`src/rtl/diff_to_bcd_seq_pkg.sv`:
```
// Shared definitions for the signed binary-to-BCD converter: FSM state
// encoding, BCD digit width and the double-dabble correction constants.
package diff_to_bcd_seq_pkg;

    localparam int DIGIT_W = 4;

    // A digit of 5 or more doubles past 9, so it is pre-corrected by 3.
    localparam logic [DIGIT_W-1:0] ADD3_THRESH = 4'd5;
    localparam logic [DIGIT_W-1:0] ADD3_OFFSET = 4'd3;

    typedef enum logic [1:0] {
        ST_IDLE  = 2'd0,
        ST_SHIFT = 2'd1,
        ST_DONE  = 2'd2
    } state_t;

endpackage

```
`src/rtl/diff_to_bcd_seq_bcd_add3.sv`:
```
// Double-dabble digit corrector: adds 3 to a BCD digit that is 5 or more,
// so the following left shift carries correctly into the next digit.
module diff_to_bcd_seq_bcd_add3
    import diff_to_bcd_seq_pkg::*;
(
    input  logic [DIGIT_W-1:0] digit_i,
    output logic [DIGIT_W-1:0] digit_o
);

    // Working digits never exceed 9 here, so the sum always fits in 4 bits.
    assign digit_o = (digit_i >= ADD3_THRESH) ? digit_i + ADD3_OFFSET : digit_i;

endmodule

```
`src/rtl/diff_to_bcd_seq.sv`:
```
// Sequential signed binary-to-BCD converter. Accepts a two's-complement
// value, converts its magnitude one bit per clock with shift-add-3, and
// presents sign plus three BCD digits with a one-cycle out_valid pulse.
// W is legal from 4 to 9 so the magnitude (at most 256) fits three digits.
module diff_to_bcd_seq
    import diff_to_bcd_seq_pkg::*;
#(
    parameter int W = 8
) (
    input  logic                CLOCK_50,
    input  logic                RESET,
    input  logic                in_valid,
    output logic                in_ready,
    input  logic [W-1:0]        in_data,
    output logic                out_valid,
    output logic                NEG,
    output logic [DIGIT_W-1:0]  ONES,
    output logic [DIGIT_W-1:0]  TENS,
    output logic [DIGIT_W-1:0]  HUNDREDS
);

    localparam int CW = $clog2(W + 1);
    localparam logic [CW-1:0] LAST_BIT = CW'(W - 1);
    localparam int SW = 3 * DIGIT_W + W;

    state_t               state_q;
    logic [CW-1:0]        cnt_q;
    logic [W-1:0]         mag_q;
    logic                 sign_q;
    logic [DIGIT_W-1:0]   ones_q, tens_q, hund_q;

    logic                 out_valid_q;
    logic                 neg_out_q;
    logic [DIGIT_W-1:0]   ones_out_q, tens_out_q, hund_out_q;

    logic [DIGIT_W-1:0]   ones_c, tens_c, hund_c;
    logic [SW-1:0]        work_sh;
    logic [DIGIT_W-1:0]   ones_d, tens_d, hund_d;
    logic [W-1:0]         mag_d;
    logic [W-1:0]         neg_mag;

    // Magnitude of a negative input; -2^(W-1) wraps to 2^(W-1) as unsigned.
    assign neg_mag = W'(0) - in_data;

    diff_to_bcd_seq_bcd_add3 u_add3_ones (.digit_i(ones_q), .digit_o(ones_c));
    diff_to_bcd_seq_bcd_add3 u_add3_tens (.digit_i(tens_q), .digit_o(tens_c));
    diff_to_bcd_seq_bcd_add3 u_add3_hund (.digit_i(hund_q), .digit_o(hund_c));

    // One double-dabble step: corrected digits and magnitude shifted left as one word.
    assign work_sh = {hund_c, tens_c, ones_c, mag_q} << 1;
    assign hund_d  = work_sh[SW-1 -: DIGIT_W];
    assign tens_d  = work_sh[SW-1-DIGIT_W -: DIGIT_W];
    assign ones_d  = work_sh[W +: DIGIT_W];
    assign mag_d   = work_sh[W-1:0];

    // Ready only when idle and not held in reset.
    assign in_ready = (state_q == ST_IDLE) && !RESET;

    assign out_valid = out_valid_q;
    assign NEG       = neg_out_q;
    assign ONES      = ones_out_q;
    assign TENS      = tens_out_q;
    assign HUNDREDS  = hund_out_q;

    // Conversion FSM: capture in IDLE, W shift steps, publish result in DONE.
    // NOTE: every register here is assigned with <= so all of them update
    // together from the values seen before the edge.
    always_ff @(posedge CLOCK_50) begin
        if (RESET) begin
            state_q     <= ST_IDLE;
            cnt_q       <= '0;
            mag_q       <= '0;
            sign_q      <= 1'b0;
            ones_q      <= '0;
            tens_q      <= '0;
            hund_q      <= '0;
            out_valid_q <= 1'b0;
            neg_out_q   <= 1'b0;
            ones_out_q  <= '0;
            tens_out_q  <= '0;
            hund_out_q  <= '0;
        end else begin
            out_valid_q <= 1'b0;
            case (state_q)
                ST_IDLE: begin
                    if (in_valid) begin
                        sign_q  <= in_data[W-1];
                        mag_q   <= in_data[W-1] ? neg_mag : in_data;
                        ones_q  <= '0;
                        tens_q  <= '0;
                        hund_q  <= '0;
                        cnt_q   <= '0;
                        state_q <= ST_SHIFT;
                    end
                end
                ST_SHIFT: begin
                    hund_q <= hund_d;
                    tens_q <= tens_d;
                    ones_q <= ones_d;
                    mag_q  <= mag_d;
                    cnt_q  <= cnt_q + CW'(1);
                    if (cnt_q == LAST_BIT) begin
                        state_q <= ST_DONE;
                    end
                end
                ST_DONE: begin
                    // A zero magnitude never shows as negative; the sign bit of
                    // zero is already 0, so the captured sign is used directly.
                    neg_out_q   <= sign_q;
                    ones_out_q  <= ones_q;
                    tens_out_q  <= tens_q;
                    hund_out_q  <= hund_q;
                    out_valid_q <= 1'b1;
                    state_q     <= ST_IDLE;
                end
                default: begin
                    state_q <= ST_IDLE;
                end
            endcase
        end
    end

endmodule
```
`config.mk`:
```
export PLATFORM = sky130hd
export DESIGN_NAME = diff_to_bcd_seq
export DESIGN_NICKNAME = d
export VERILOG_FILES = /design/src/rtl/diff_to_bcd_seq_pkg.sv /design/src/rtl/diff_to_bcd_seq_bcd_add3.sv /design/src/rtl/diff_to_bcd_seq.sv
export SDC_FILE = /design/constraint.sdc
export NUM_CORES = 1
export LEC_CHECK = 0
export ABC_AREA = 1
export CAP_MARGIN = 20
export CELL_PAD_IN_SITES_DETAIL_PLACEMENT = 1
export CELL_PAD_IN_SITES_GLOBAL_PLACEMENT = 1
export CORE_MARGIN = 3
export CORE_UTILIZATION = 38
export DETAILED_ROUTE_END_ITERATION = 12
export PLACE_DENSITY = 0.88
export RECOVER_POWER = 100
export SLEW_MARGIN = 25
export SYNTH_ARGS = -nofsm -noshare
export SYNTH_HDL_FRONTEND = slang
export SYNTH_SLANG_ARGS = --single-unit
```
`constraint.sdc`:
```
create_clock -name CLOCK_50 -period 1.35 [get_ports CLOCK_50]
set_input_delay 0.2025 -clock CLOCK_50 [delete_from_list [all_inputs] [get_ports CLOCK_50]]
set_output_delay 0.2025 -clock CLOCK_50 [all_outputs]
set_load 0.02 [all_outputs]
```
Yosys cells after proc, flatten, opt, wreduce, memory -nomap -nowiden
Cells that the tools add are included.
- $add $sub $neg: 5
- magnitude comparators: 3
- equal/unequal tests: 5
- multiplexer cells: 15
- reduce and logical (&&, ||, !) cells: 7
- operators with widths (kind ; number):
    case mux 4 bit (2 select lines) ; 4
    2-to-1 mux 8 bit ; 2
    case mux 8 bit (2 select lines) ; 1
    >= comparator 4 x 3 -> 1 bit, second input constant ; 3
    2-to-1 mux 4 bit ; 3
    adder 4 x 2 -> 4 bit, second input constant ; 2
    subtractor 1 x 8 -> 8 bit, first input constant ; 1
    AND reduction 2 bit ; 3
    adder 4 x 1 -> 4 bit, second input constant ; 1
    == test 4 x 3 -> 1 bit, second input constant ; 1
    2-to-1 mux 2 bit ; 2
    inequality test 2 bit, second input constant ; 2
    case mux 2 bit (2 select lines) ; 1
    adder 3 x 2 -> 3 bit, second input constant ; 1
    2-to-1 mux 3 bit ; 1
    == test 2 x 1 -> 1 bit, second input constant ; 1
    == test 2 bit, second input constant ; 1
    zero test 2 bit ; 1
    nonzero test 2 bit ; 1
    logical AND 1 bit ; 1
    zero test 1 bit ; 1
    2-to-1 mux 1 bit ; 1
- bits in registers: 41
- bits of input ports: 11
- output and inout port bits: 15
- word-level logic and storage cells: 47

Depth between registers and ports, before layout
- depth after elaboration: 4
- mapped depth: 8
- gate-level depth less buffers: 8

Cells and area by module
Synthesis repeated with hierarchy kept, for this count alone.
- cell total of the unflattened synthesis: 286
- area, all modules: 2099.5 µm²
- modules (own cells, without submodules) (module ; times used ; cells an instance ; area each (µm²) ; seq. area each (µm²)):
    diff_to_bcd_seq ; 1 ; 217 ; 1694.1 ; 820.8
    diff_to_bcd_seq_bcd_add3 ; 3 ; 23 ; 135.1 ; 0.0

Least setup slack after synthesis
No wires, ideal clock.
- kind: flip-flop to flip-flop
- start point: reg ones_q[0]
- end point: reg ones_q[1]
- library setup time: 0.132 ns
- data arrival time: 1.041 ns
- required time: 1.218 ns
- path slack: 0.176 ns
- cell stages (with the launch flop): 9
- buffers on the path: 0
- period minus slack after synthesis: 1.174 ns
- cells stage by stage: dfxtp_1 > inv_1 > ha_1 > inv_1 > nand2_1 > nand3_1 > nand2_1 > nand3_1 > a21oi_1
- longest elaborated chain between the ends: 3
- elaborated cells between the ends (all ways): 4
- those cells by class: 1 x add/sub; 1 x order compare; 2 x mux
- ends and longest elaborated chain (item ; line ; text):
    start: declaration ; diff_to_bcd_seq.sv:30 ; logic [DIGIT_W-1:0] ones_q, tens_q, hund_q;
    start signal: assignment ; diff_to_bcd_seq.sv:99 ; ones_q <= ones_d;
    adder 4 x 2 -> 4 bit or >= comparator 4 x 3 -> 1 bit (tied branches) ; diff_to_bcd_seq_bcd_add3.sv:11 ; assign digit_o = (digit_i >= ADD3_THRESH) ? digit_i + ADD3_OFFSET : digit_i;
    2-to-1 mux 4 bit * ; diff_to_bcd_seq_bcd_add3.sv:11 ;
    case mux 4 bit (2 select lines) * ; diff_to_bcd_seq.sv:84 ; case (state_q)
Mark *: on every way between the ends. The rest lies on a longest branch, timed or not.
A chain may end at the register's enable or synchronous reset.

Final worst setup path
- start point: reg state_q[1]
- end point: reg hund_out_q[0] (netlist: HUNDREDS[0])
- longest elaborated chain between the ends: 1
- ends and longest elaborated chain (item ; line ; text):
    start: declaration ; diff_to_bcd_seq.sv:26 ; state_t state_q;
    start signal: assignment ; diff_to_bcd_seq.sv:70 ; state_q <= ST_IDLE;
    start signal: assignment ; diff_to_bcd_seq.sv:93 ; state_q <= ST_SHIFT;
    start signal: assignment ; diff_to_bcd_seq.sv:103 ; state_q <= ST_DONE;
    == test 2 bit ; diff_to_bcd_seq.sv:84 ;
    end signal: assignment ; diff_to_bcd_seq.sv:112 ; hund_out_q <= hund_q;
    end: declaration ; diff_to_bcd_seq.sv:34 ; logic [DIGIT_W-1:0] ones_out_q, tens_out_q, hund_out_q;
No other way between the ends.

==> metrics.yaml <==
yosys:
  ys_ff_latch: 41
  synthTopCellsByArea: "dfxtp_1 (42%), nand2_1 (10%), a21oi_1 (7.8%)"
  netlist_instances: 267
  yosys.area.top_type: "dfxtp_1"
  syn_area_sq_um: 1940
  synthesis.nets: 286
  synth.avg_cell_area_sq_um: 7.25
  seq_area_frac_synth_pct: 42.4
  synth_top_area_share_pct: 42.4
  synth_warnings: 0
  ys_types: 25
critical_path:
  r2r_start: "state_q[1]"
  reg2reg_to: "HUNDREDS[0]"
  path_delay_family: "buffers and inverters"
  crit_path_cell_trace: "inv_2, buf_4, nor2_1, buf_12, o21ai_0, a21oi_1"
  slowest_stage: "dfxtp_1"
  crit_type: "flip-flop to flip-flop"
  worstPathArrival_ns: 1.46
  cp-end-kind: "flip-flop"
  r2r_cells: 6
  r2r_setup_slack_ns: 0.11
  crit_buf_inv: 3
  slowest_delay_ns: 0.33
  start_kind: "flip-flop"
  critPathRequiredTime_ns: 1.57
  worstPathMaxFanout: 23
placed_design:
  gp_congestion: 0.797
  hpwl_um: 3830
  io_buffer_count: 25
  dp.cells: 374
route:
  first_iter_violations: 97
  vias: 1947
  wire_per_inst_um: 13.4
  drc_errors: 0
  firstDrtPassIters: 4
  drt_wl_total_um: 5110
  ant_nets: 0
  via_per_inst: 5.11
final_layout:
  final_layout_size_suffix_gt1_share_pct: 15.9
  stdcell_count: 381
  syn2layout_area_growth_pct: 30.6
  layout_common_cells: "nand2_1 (50), dfxtp_1 (39), a21oi_1 (29)"
  nets: 333
  diodes: 0
  layout_commonest_cell: "nand2_1"
grt:
  grt_util_met2_pct: 34.7
  grt_use_met3_pct: 3.48
  grt.busiest_layer: "met2"
  gr-usage-met1_pct: 20.2
  grt-ovfl-total: 0
  grt_first_pass_wirelength_um: 8980
  antenna_found_initial: 0
  grt_max_degree: 24
  grt_pass1_vias: 2041
  grt_util_all_layers_pct: 18.5
sta:
  hold_ws_ns: 0.467
  fin_crit_ns: 1.24
  relSlewSlack_pct: 81.9
  drv_slew: 0
  rsz0062_at_grt: "true"
  fin_skew_ns: 0.00383
  finalSetupTns_ns: 0
  setup_viol_count_final: 0
  tightest_slew_ns: 0.271
  finalCritPeriodShare_pct: 91.9
  clock.fmax_mhz: 806
  hold_viol: 0
worst_hold_path:
  whs_path_depth: 2
  hold_path_end: "cnt_q[3]"
  hold_class: "flip-flop to flip-flop"
  min-delay-start: "cnt_q[3]"
cts:
  hold_buffers: 0
  cts_num_sinks: 41
  cts_resized: 17
  clkLatencyLatePin_ns: 0.29
  clockRootBuffer: "clkbuf_8"
  clock_tree.buffer_depth: 2
  postCtsSetupBuffers: 0
  htree_num_levels: 2
  cts_tree: "done"
  numCtsBuffers: 5
  clk_pin_slew_ns: 0.08
floorplanning:
  die_y_um: 77.4
  core_sq_um: 4820
  initial_core_util_pct: 40.2
  pin_count: 26
  die_w_um: 77.4
  num_rows: 25
  dieArea_sq_um: 5990
power:
  p_total_mw: 2.41
  p_leak_nw: 1.15
  powerDensity_nw_per_um2: 955
  ir_drop_mv: 0.439
outcome:
  status: "finished, final reports clean"
flow_run:
  maxCapViolCount: 0
## logic make-up (layout without fill, tap and decap cells)
logic type / count (synthesis) / in the layout / synth area share (%)
flops: 41 / 41 / 42.4
buf+inv: 39 / 86 / 8.40
fa+ha+maj: 8 / 8 / 5.17
compound gates: 66 / 66 / 18.3
xor+xnor: 1 / 1 / 0.453
simple gates: 112 / 112 / 25.3
## cell type report
cell class              instances  area (sq um)
fillers                       641          2290
multi-input cells             187           983
flip-flops and latches         41           823
repair buffers                 50           438
inverters                      29           114
clock buffers                   7          86.3
well taps                      67          83.8
## stage by stage
stage | setup slack (ns) | utilization [%] | cell area [sq um]
6_report | 0.110 | 52.5 | 2530
5_1_grt | -0.0000462 | 52.5 | 2530
4_1_cts | 0.0123 | 51.9 | 2500
3_5_place_dp | -0.254 | 50.5 | 2430
3_3_place_gp | -0.251 | 50.5 | 2430
2_1_floorplan | 0.176 | - | 1940
## worst max-delay path by stage
stage | from | end | slack [ns] | depth (start not counted)
after detailed placement | RESET | in_ready | -0.25 | 3
after global placement | RESET | in_ready | -0.25 | 3
after global routing | hund_q[0] | hund_q[2] | -0.00005 | 8
after CTS | ones_q[1] | ones_q[1] | 0.01 | 8
final | state_q[1] | HUNDREDS[0] | 0.11 | 6
after floorplan | ones_q[0] | ones_q[1] | 0.18 | 8
## registers in the layout, indices dropped and copies added, names as in the netlist
name       cells
HUNDREDS       4
ONES           4
tens_q         4
TENS           4
out_valid      1
sign_q         1
cnt_q          4
state_q        2
mag_q          8
ones_q         4
NEG            1
hund_q         4
## where the power goes
group / total [mW] / internal, mW / leakage [nW] / switching (mW)
clock network: 0.807 / 0.406 / 0.0443 / 0.401
registers: 1.26 / 1.24 / 0.333 / 0.0187
logic: 0.348 / 0.155 / 0.771 / 0.193
## worst min-delay path: cells and delay by family (launching register included)
family | cells | cell delay [ns]
DFF | 1 | 0.32
and+or+nand+nor | 1 | 0.06
AOI/OAI and AO/OA | 1 | 0.05
## Yosys cell counts (all sizes together)
master,instances
ha,8
buf,4
a31oi,1
xor2,1
o21ai,26
a21boi,3
clkbuf,6
o211ai,4
a21oi,30
a22oi,2
nand2,55
nor2,23
nand3,22
inv,29
dfxtp,41
nor3,1
nand4,11
## routing by layer
metal | wire length, um | part of all wire [%] | vias up
met1 | 2200 | 43 | 922
met3 | 157 | 3.1 | 8
met4 | 78 | 1.5 | 0
met5 | 0 | 0 | -
met2 | 2670 | 52 | 32
li1 | - | - | 985
Note: power is estimated with default switching activity, not from simulation.
